[src/rtl/riscv_mem_ctrl.sv]
// Byte-serial load/store/fetch sequencer between the RV32 core and a byte-wide BRAM.
// Arbitrates fetch and data ports, splits accesses into little-endian byte cycles and extends loads.
//
//  state  | meaning
//  -------+---------------------------------------------------------------
//  S_IDLE | waiting for a request; ready is combinational from valid
//  S_XFER | one BRAM byte per cycle, k = 0 .. n-1
//  S_RESP | one-cycle response pulse to the granted requester
module riscv_mem_ctrl #(
    parameter int ADDR_LENGTH = 16
) (
    input  logic                   clk,
    input  logic                   rst_n,
    input  logic                   i_req_valid,
    output logic                   i_req_ready,
    input  logic [ADDR_LENGTH-1:0] i_addr,
    output logic                   i_rsp_valid,
    output logic [31:0]            i_rdata,
    input  logic                   d_req_valid,
    output logic                   d_req_ready,
    input  logic                   d_we,
    input  logic [2:0]             d_funct3,
    input  logic [ADDR_LENGTH-1:0] d_addr,
    input  logic [31:0]            d_wdata,
    output logic                   d_rsp_valid,
    output logic [31:0]            d_rdata,
    output logic                   d_err,
    output logic                   bram_write_en,
    output logic [ADDR_LENGTH-1:0] bram_waddr,
    output logic [7:0]             bram_wdata,
    output logic [ADDR_LENGTH-1:0] bram_raddr,
    input  logic [7:0]             bram_dout
);

    typedef enum logic [1:0] {
        S_IDLE,
        S_XFER,
        S_RESP
    } state_t;

    state_t                 state_q, state_d;
    logic [ADDR_LENGTH-1:0] base_q;
    logic [ADDR_LENGTH-1:0] addr_hold_q;
    logic [ADDR_LENGTH-1:0] cur_addr;
    logic [1:0]             k_q;
    logic [1:0]             k_last_q;
    logic [1:0]             size_q;
    logic                   we_q;
    logic                   sgn_q;
    logic                   is_d_q;
    logic                   err_q;
    logic                   last_d_q;
    logic [31:0]            wdata_q;
    logic [31:0]            result_q;
    logic [31:0]            ext_data;
    logic                   d_grant;
    logic                   i_grant;
    logic                   d_illegal;
    logic [1:0]             d_k_last;
    logic                   rsp_d;
    logic                   rsp_i;

    // Data wins unless it also won last time and a fetch is waiting.
    assign d_grant = (state_q == S_IDLE) && d_req_valid && !(last_d_q && i_req_valid);
    assign i_grant = (state_q == S_IDLE) && i_req_valid && !d_grant;

    assign d_illegal = (d_funct3[1:0] == 2'b11)
                    || (d_funct3[2] && (d_we || d_funct3[1]))
                    || ((d_funct3[1:0] == 2'b01) && d_addr[0])
                    || ((d_funct3[1:0] == 2'b10) && (d_addr[1:0] != 2'b00));

    always_comb begin
        d_k_last = 2'd3;
        case (d_funct3[1:0])
            2'b00:   d_k_last = 2'd0;
            2'b01:   d_k_last = 2'd1;
            default: d_k_last = 2'd3;
        endcase
    end

    assign cur_addr = base_q + {{(ADDR_LENGTH-2){1'b0}}, k_q};

    always_comb begin
        state_d = state_q;
        case (state_q)
            S_IDLE: begin
                if (d_grant) begin
                    state_d = d_illegal ? S_RESP : S_XFER;
                end else if (i_grant) begin
                    state_d = S_XFER;
                end
            end
            S_XFER: begin
                if (k_q == k_last_q) begin
                    state_d = S_RESP;
                end
            end
            default: state_d = S_IDLE;
        endcase
    end

    always_ff @(posedge clk) begin
        if (!rst_n) begin
            state_q     <= S_IDLE;
            base_q      <= '0;
            addr_hold_q <= '0;
            k_q         <= 2'd0;
            k_last_q    <= 2'd0;
            size_q      <= 2'd0;
            we_q        <= 1'b0;
            sgn_q       <= 1'b0;
            is_d_q      <= 1'b0;
            err_q       <= 1'b0;
            last_d_q    <= 1'b0;
            wdata_q     <= '0;
            result_q    <= '0;
        end else begin
            state_q <= state_d;
            case (state_q)
                S_IDLE: begin
                    if (d_grant) begin
                        base_q   <= d_addr;
                        k_q      <= 2'd0;
                        k_last_q <= d_k_last;
                        size_q   <= d_funct3[1:0];
                        we_q     <= d_we;
                        sgn_q    <= !d_funct3[2];
                        is_d_q   <= 1'b1;
                        err_q    <= d_illegal;
                        last_d_q <= 1'b1;
                        wdata_q  <= d_wdata;
                        result_q <= '0;
                    end else if (i_grant) begin
                        base_q   <= i_addr & ~ADDR_LENGTH'(3);
                        k_q      <= 2'd0;
                        k_last_q <= 2'd3;
                        size_q   <= 2'b10;
                        we_q     <= 1'b0;
                        sgn_q    <= 1'b0;
                        is_d_q   <= 1'b0;
                        err_q    <= 1'b0;
                        last_d_q <= 1'b0;
                        result_q <= '0;
                    end
                end
                S_XFER: begin
                    k_q         <= k_q + 2'd1;
                    addr_hold_q <= cur_addr;
                    if (!we_q) begin
                        result_q[{k_q, 3'b000} +: 8] <= bram_dout;
                    end
                end
                default: ;
            endcase
        end
    end

    always_comb begin
        ext_data = result_q;
        case (size_q)
            2'b00:   ext_data = {{24{sgn_q & result_q[7]}}, result_q[7:0]};
            2'b01:   ext_data = {{16{sgn_q & result_q[15]}}, result_q[15:0]};
            default: ext_data = result_q;
        endcase
    end

    // Outputs are gated by rst_n so a reset mid-transfer stops the next BRAM write.
    assign rsp_d = rst_n && (state_q == S_RESP) && is_d_q;
    assign rsp_i = rst_n && (state_q == S_RESP) && !is_d_q;

    assign d_req_ready   = rst_n && d_grant;
    assign i_req_ready   = rst_n && i_grant;
    assign d_rsp_valid   = rsp_d;
    assign d_err         = rsp_d && err_q;
    assign d_rdata       = (rsp_d && !err_q && !we_q) ? ext_data : 32'd0;
    assign i_rsp_valid   = rsp_i;
    assign i_rdata       = rsp_i ? result_q : 32'd0;
    assign bram_write_en = rst_n && (state_q == S_XFER) && we_q;
    assign bram_wdata    = bram_write_en ? wdata_q[{k_q, 3'b000} +: 8] : 8'd0;
    assign bram_raddr    = !rst_n ? '0 : ((state_q == S_XFER) ? cur_addr : addr_hold_q);
    assign bram_waddr    = bram_raddr;

endmodule
[config.mk]
export PLATFORM = sky130hd
export DESIGN_NAME = riscv_mem_ctrl
export DESIGN_NICKNAME = d
export VERILOG_FILES = /design/src/rtl/riscv_mem_ctrl.sv
export SDC_FILE = /design/constraint.sdc
export NUM_CORES = 1
export LEC_CHECK = 0
export ABC_AREA = 1
export CORE_ASPECT_RATIO = 0.8
export CORE_MARGIN = 3
export CORE_UTILIZATION = 40
export CTS_CLUSTER_DIAMETER = 120
export DETAILED_ROUTE_END_ITERATION = 10
export DONT_BUFFER_PORTS = 1
export SETUP_SLACK_MARGIN = 0.05
export SLEW_MARGIN = 20
export SYNTH_ARGS = -nofsm -noshare
export SYNTH_HDL_FRONTEND = slang
export SYNTH_SLANG_ARGS = --single-unit
[constraint.sdc]
create_clock -name clk -period 3.4 [get_ports clk]
set_clock_uncertainty 0.15 [all_clocks]
set_input_delay 0.68 -clock clk [delete_from_list [all_inputs] [get_ports clk]]
set_output_delay 0.68 -clock clk [all_outputs]
set_load 0.01 [all_outputs]
After elaboration in Yosys (flattened, before gate mapping). Index checks and enable logic that the tools add are counted.

$add $sub $neg: 3. Equality and inequality tests: 10. Shifts and indexed selects: 3. Mux-type cells: 31. Bitwise logic cells: 2. Reductions and logical operators: 39.

Operators by type and width (number): $mux W32 (5); $pmux W32 S2 (2); $mux W16 (4); $bwmux W32 (1); $shift A8 B7 Y32 const A (1); $shiftx A32 B6 Y8 (1); $shiftx A8 B7 Y32 (1); $mux W2 (10); $logic_and A1 B1 Y1 (18); $add A16 B2 Y16 (1); $pmux W2 S2 (3); $mux W8 (1); $reduce_and A2 Y1 (4); $neg A5 Y7 (1); $eq A2 B1 Y1 const B (3); $eq A2 B2 Y1 const B (3); $logic_not A1 Y1 (6); $logic_not A2 Y1 (3); $reduce_bool A2 Y1 (3); $mux W1 (5); $logic_or A1 B1 Y1 (4); $ne A2 B2 Y1 const B (2); $ne A3 B3 Y1 const B (1); $reduce_and A3 Y1 (1); other kinds (3) (4).

Flip-flop bits (word level): 108. Bits of input ports: 80. Output and inout port bits: 110. Logic and storage cells: 100.

Depth between registers and ports, before layout. Gate-level depths: netlist of the first run.

Word-level depth: 8. Mapped depth: 12. Gate-level depth less buffers: 11.

Worst setup path after synthesis of the first run. No wires, ideal clock.

Path kind: register to output. Start: reg k_q[1]. End: out bram_waddr[8]. Arrival: 2.212 ns. Data required time: 2.570 ns. Path slack: 0.358 ns. Cell stages (with the launch flop): 8. Buffers on the path: 2. Cells stage by stage: dfxtp_1 > buf_2 > clkinv_1 > fa_1 > nor2_1 > nand3_1 > a31oi_1 > buf_4.

Cells in the longest elaborated chain, start to end: 3.

Ends and longest elaborated chain: start, declared (RTL line 45) `logic [1:0] k_q;`; start signal, assigned (RTL line 147) `k_q <= k_q + 2'd1;`; $add A16 B2 Y16 (RTL line 81) `assign cur_addr = base_q + {{(ADDR_LENGTH-2){1'b0}}, k_q};`; $mux W16 (2 in a row); end, declared (RTL line 29) `output logic [ADDR_LENGTH-1:0] bram_waddr,`.

Every way passes these cells.

Worst setup path in the final report of the first run.
Start: reg k_q[0]. End: out bram_raddr[8].

Cells in the longest elaborated chain, start to end: 3.

Ends and longest elaborated chain: $add A16 B2 Y16 (RTL line 81); $mux W16 (2 in a row); end, declared (RTL line 31) `output logic [ADDR_LENGTH-1:0] bram_raddr,`.

Every way passes these cells.

==> results.json, run 1 <==
{
  "pin_count": 190,
  "critical_path_buf_inv_count": 1,
  "cts_setup_buffers": 0,
  "num-fill-cells": 1533,
  "grt_overflow_total": 0,
  "ir_drop_v": 0.000399,
  "first_pass_iters": 5,
  "globalplace.congestion": 0.895,
  "min_path_type": "input port to register",
  "final.setup.worst_slack_ns": 0.250,
  "yosys.area.top_type": "dfxtp_1",
  "hold_buffers": 0,
  "p_per_area_nw_per_um2": 623,
  "synth.distinct_cells": 36,
  "drv_slew": 0,
  "yosys_warnings": 0,
  "fin_util_pct": 43.3,
  "dpl.hpwl_mm": 11.8,
  "synth_edf_count": 0,
  "areaGrowthSynthToFinish_pct": 5.37,
  "yosysMostFrequentCell": "nand2_1",
  "clock_latency_ns": 0.35,
  "finalCritPeriodShare_pct": 92.6,
  "chipWidth_um": 142,
  "reg2reg_from": "state_q[1]",
  "vias": 5376,
  "synthesis.area_sq_um": 5900,
  "place_area_sq_um": 5910,
  "drc": 0,
  "synth.avg_cell_area_sq_um": 6.36,
  "fmax_ghz": 0.317,
  "setup_viol": 0,
  "critPathLaunch": "k_q[0]",
  "cts_resized": 0,
  "first_iter_violations": 403,
  "coreArea_sq_um": 14300,
  "crit_required_ns": 2.57,
  "grt_pass1_vias": 4841,
  "max_cap_viol_count": 0,
  "routed_wl_mm": 15.9,
  "post-place-ws_ns": 0.625,
  "hold_violations": 0,
  "tightest_slew_ns": 0.990,
  "nets": 983,
  "hold_path_startpoint": "d_funct3[2]",
  "slowest_delay_ns": 0.52,
  "rsz0062_at_grt": "false",
  "drive_gt1_share_pct": 5.66,
  "netlist_top_cells_area": "dfxtp_1 (37%), nand2_1 (16%), inv_1 (8.6%), nor2_1 (8.3%), a21oi_1 (7.2%)",
  "cp_cell_sequence": "ha_1 > inv_1 > fa_1 > nor2_1 > nand3_1 > a31oi_1",
  "synth_top_cell_area_share_pct": 36.7,
  "via_per_inst": 4.95,
  "numCtsBuffers": 9,
  "clk_pin_slew_ns": 0.08,
  "synth_ff_type": "dfxtp_1",
  "grt_pass1_wl_mm": 25.2,
  "track_usage_pct": 19.5,
  "postRouteAntennaNets": 0,
  "run_status": "finished clean",
  "crit_path_start_kind": "register",
  "ys_ff_latch": 108,
  "final_area_sq_um": 6210,
  "port-buffer-count": 0,
  "grt_max_degree": 51,
  "asyncSetResetFlopFracSynth_pct": 0,
  "yosys-top-cells-count": "nand2_1 (248), inv_1 (135), nor2_1 (131), dfxtp_1 (108), a21oi_1 (85)",
  "antenna_found_initial": 0,
  "detail_route.wl_per_cell_um": 14.7,
  "die-area_sq_um": 16200,
  "slowest_stage": "a31oi_1",
  "start_util_pct": 41.1,
  "path_delay_family": "adder cells",
  "yosysSeqAreaShare_pct": 36.7,
  "power_leakage_nw": 2.74,
  "max-slew-margin-rel_pct": 33.9,
  "cts_buffer_depth": 2,
  "cts_tree": "built",
  "n_antenna_cell": 0,
  "fp.dieH_um": 115,
  "synthCells": 927,
  "period_minus_slack_ns": 3.15,
  "cts_root_buffer": "clkbuf_16",
  "cp-end-kind": "output port",
  "worstSetupPathType": "register to output port",
  "finalSetupTns_ns": 0,
  "h-tree-depth": 3,
  "cp_max_fo": 5,
  "cts_sinks": 108,
  "synthesis.nets": 1014,
  "fp-row-count": 39,
  "cp.arrival_ns": 2.32
}
==> path summary, 6_finish.rpt <==
path	end	slack [ns]	cells after the start
worst min register to register	wdata_q[5]	0.31	2
worst max-delay path	bram_raddr[8]	0.25	6
worst min-delay path	sgn_q	0.28	1
worst max register to register	size_q[1]	1.03	5
==> sequential cells by signal, indices dropped and copies added, names as in the netlist <==
name         cells
addr_hold_q     16
base_q          16
err_q            1
k_last_q         2
k_q              2
last_d_q         1
result_q        32
sgn_q            1
size_q           2
state_q          2
wdata_q         32
we_q             1
==> report_power, final <==
part | switching [mW] | leakage (nW) | internal [mW]
Clock | 0.512 | 0.143 | 0.583
Combinational | 0.818 | 1.71 | 0.336
Sequential | 0.133 | 0.888 | 1.49
Total | 1.46 | 2.74 | 2.40
==> final cells by class <==
cell class                      instances  area, sq um  share of cell area [%]
Multi-Input combinational cell        619         2880                    46.3
Sequential cell                       108         2160                    34.8
Inverter                              146          549                    8.84
Tap cell                              184          230                    3.71
Clock buffer                            9          225                    3.63
Timing Repair Buffer                   12         90.1                    1.45
Clock inverter                          7         80.1                    1.29
==> logic make-up after synthesis <==
| kind of cell | after synthesis | synth area share [%] |
|---|---|---|
| buffers and inverters | 200 | 14.6 |
| AND/OR/NAND/NOR | 450 | 31.9 |
| adder cells (fa/ha/maj) | 7 | 1.61 |
| AO/OA/AOI/OAI | 155 | 14.2 |
| flip-flops | 108 | 36.7 |
| XOR/XNOR | 7 | 1.04 |
==> layout by cell type (no fill, tap or decap) <==
master / netlist / layout
bufinv_16: 0 / 1
nand4_4: 1 / 1
clkbuf_16: 0 / 9
a21oi_2: 2 / 2
buf_4: 20 / 12
o21ai_1: 5 / 5
clkinvlp_4: 0 / 2
o21ai_0: 45 / 45
nand2_4: 2 / 2
fa_1: 1 / 1
o21ai_4: 1 / 1
nor3_4: 1 / 1
dfxtp_1: 108 / 108
nand2_2: 4 / 4
clkinv_1: 5 / 5
nand3b_4: 1 / 1
nor2_1: 131 / 131
nand4_1: 5 / 5
nor3_2: 2 / 2
a21oi_1: 85 / 85
clkinv_2: 1 / 1
o32ai_1: 1 / 1
ha_1: 6 / 6
a31oi_1: 1 / 1
nor3_1: 4 / 4
inv_6: 0 / 4
nand3_4: 1 / 1
nand2_1: 248 / 248
xor2_1: 7 / 7
inv_2: 5 / 5
o211ai_1: 15 / 15
nor2_4: 2 / 2
nand3b_1: 1 / 1
inv_1: 135 / 135
nand3_1: 47 / 47
==> metrics by stage <==
step                      std cells  hold slack (ns)  total power [mW]
after global placement         1069            0.301              2.80
after global routing           1085            0.281              4.17
final                          1085            0.285              3.87
after detailed placement       1069            0.303              2.81
after floorplan                 927            0.290              2.60
after CTS                      1085            0.269              3.92
==> worst register-to-register path: stages, from the launching register on <==
cell and delay, ns:
dfxtp_1 0.40, nor2_4 0.25, o21ai_4 0.14, inv_1 0.75
o21ai_0 0.41, a21oi_1 0.21
==> metal layers <==
metal  GRT usage, %  part of all wire, %
met5              0                    0
met1           27.0                   48
met4           4.86                  1.2
met3           6.85                  9.3
met2           29.0                   41
(Power assumes the default switching activity.)
==> inputs of run 2 (changes only) <==
--- a/config.mk
+++ b/config.mk
@@ -11,7 +11,7 @@
 export CORE_UTILIZATION = 40
 export CTS_CLUSTER_DIAMETER = 120
 export DETAILED_ROUTE_END_ITERATION = 10
-export DONT_BUFFER_PORTS = 1
+export PLACE_DENSITY = 0.71
 export SETUP_SLACK_MARGIN = 0.05
 export SLEW_MARGIN = 20
 export SYNTH_ARGS = -nofsm -noshare
==> run 2 against run 1 <==
Flip-flop and latch count is the same. Sequential power about the same. Count of clock-buffer cells in the layout rose by 4. Final area up 33%. Combinational power up 25%. Worst setup slack got worse by 0.096 ns. Via count rose by 15%. Critical path type unchanged.
==> results.json, run 2 (synthesis gave the netlist of run 1 again) <==
{
  "run_status": "finished clean",
  "via_per_inst": 4.80,
  "fmax_ghz": 0.308,
  "crit_path_start_kind": "register",
  "ir_drop_v": 0.000392,
  "grt_overflow_total": 0,
  "detail_route.wl_per_cell_um": 13.3,
  "p_int_mw": 2.58,
  "min_path_type": "register to register",
  "cts_root_buffer": "clkbuf_16",
  "postRouteAntennaNets": 0,
  "worstSetupPathType": "register to output port",
  "pin_count": 190,
  "cts_sinks": 108,
  "cp_max_fo": 13,
  "layout_commonest_cell": "nand2_1",
  "track_usage_pct": 21.0,
  "register_area_sq_um": 2160,
  "finalCritPeriodShare_pct": 95.5,
  "tightest_slew_ns": 0.675,
  "hold_violations": 0,
  "finalPower_mw": 4.05,
  "first_pass_iters": 4,
  "antenna_found_initial": 0,
  "max_cap_viol_count": 0,
  "dp.cells": 1267,
  "port-buffer-count": 187,
  "seqPwrFrac_pct": 40.0,
  "dpl.hpwl_mm": 12.7,
  "clk_pin_slew_ns": 0.06,
  "nets": 1183,
  "reg_top3": "result_q x32, wdata_q x32",
  "grt_pass1_wl_mm": 27.5,
  "areaGrowthSynthToFinish_pct": 39.7,
  "reg2reg_from": "k_q[0]",
  "vias": 6159,
  "rsz0062_at_grt": "true",
  "clock_power_share_pct": 24.4,
  "n_antenna_cell": 0,
  "layout_common_cells": "nand2_1 (245), clkdlybuf4s50_1 (172), inv_1 (134), nor2_1 (129), dfxtp_1 (106)",
  "first_iter_violations": 389,
  "hold_end": "wdata_q[27]",
  "grt_pass1_vias": 5686,
  "p_per_area_nw_per_um2": 492,
  "cp-end-kind": "output port",
  "reg2reg_depth": 9,
  "swShare_pct": 36.3,
  "r2r_end": "result_q[30]",
  "switchingPower_mw": 1.47,
  "critPathLaunch": "k_q[1]",
  "globalplace.congestion": 0.838,
  "h-tree-depth": 3,
  "hold_depth": 2,
  "max-slew-margin-rel_pct": 54.9,
  "setup_viol": 0,
  "fp.dieH_um": 115,
  "comb_power_share_pct": 35.7,
  "chipWidth_um": 142,
  "routed_wl_mm": 17.0,
  "period_minus_slack_ns": 3.25,
  "cts_tree": "built",
  "num-fill-cells": 1387,
  "hold_path_startpoint": "wdata_q[27]",
  "cts_buffer_depth": 2,
  "cp.arrival_ns": 2.42,
  "grt_max_degree": 41,
  "start_util_pct": 41.1,
  "power_leakage_nw": 3.66,
  "drc": 0,
  "crit_required_ns": 2.57,
  "layout.cells.non_filler": 1284,
  "drv_slew": 0,
  "fp-row-count": 39,
  "clock_latency_ns": 0.35,
  "numCtsBuffers": 9,
  "coreArea_sq_um": 14300,
  "multi_input_area_sq_um": 2940,
  "timing.reg2reg.setup_slack_ns": 1.06,
  "drive_gt1_share_pct": 6.73,
  "die-area_sq_um": 16200
}
[run 2: worst max-delay path: stages, from the launching register on]
cell and delay (ns):
dfxtp_1 0.32, buf_4 0.20, ha_1 0.28, nand3_1 0.09
nand2_2 0.17, nand2_2 0.09, nor2_1 0.09, nand2_1 0.05
nand3_1 0.10, nand2_1 0.07, inv_1 0.08, clkdlybuf4s50_1 0.54
[run 2: stage by stage]
| step | util, % | TNS [ns] | instance area [sq um] | hold WS [ns] | setup WS, ns |
|---|---|---|---|---|---|
| 3_5_place_dp | 54.8 | -5.34 | 7860 | 0.303 | -0.146 |
| 3_3_place_gp | 54.8 | -3.53 | 7860 | 0.300 | -0.0942 |
| 5_1_grt | 57.4 | 0 | 8240 | 0.328 | 0.000991 |
| 2_1_floorplan | - | 0 | 5900 | 0.290 | 0.358 |
| 4_1_cts | 56.8 | 0 | 8150 | 0.313 | 0.0670 |
| 6_report | 57.4 | 0 | 8240 | 0.312 | 0.154 |
[run 2: worst max-delay path by stage]
stage                                 to  depth (start not counted)
after global routing         i_rdata[24]                          6
final                     bram_raddr[13]                         11
after CTS                  bram_raddr[8]                          7
after global placement       d_rdata[23]                          6
after detailed placement     d_rdata[24]                          6
after floorplan            bram_waddr[8]                          7
[run 2: cell type report]
class | instances | share of cell area, %
inverters | 146 | 6.73
flip-flops and latches | 108 | 26.3
repair buffers | 212 | 25.3
multi-input cells | 619 | 35.7
well taps | 184 | 2.79
clock buffers | 13 | 3.16
clock inverters | 2 | 0.122
[run 2: timing repair]
action                                  in CTS  in global routing
cloned                                       0                  0
setup buffers                                0                  2
resized for setup                           13                 25
endpoints found under the setup margin      88                 70
hold buffers                                 0                  0
pin swaps                                    1                  4
[run 2: metal layers]
layer	share of wire, %	track usage, %
met5	0	0
met4	1.8	6.46
met3	6.9	5.14
met2	45	34.3
met1	46	27.4
[run 2: power by group through the flow]
stage | clock (mW) | sequential, mW | combinational, mW
after detailed placement | 0 | 1.64 | 1.45
final | 0.986 | 1.62 | 1.44
after global routing | 1.05 | 1.65 | 1.65
after CTS | 1.01 | 1.61 | 1.46
after floorplan | 0 | 1.61 | 0.997
after global placement | 0 | 1.63 | 1.43
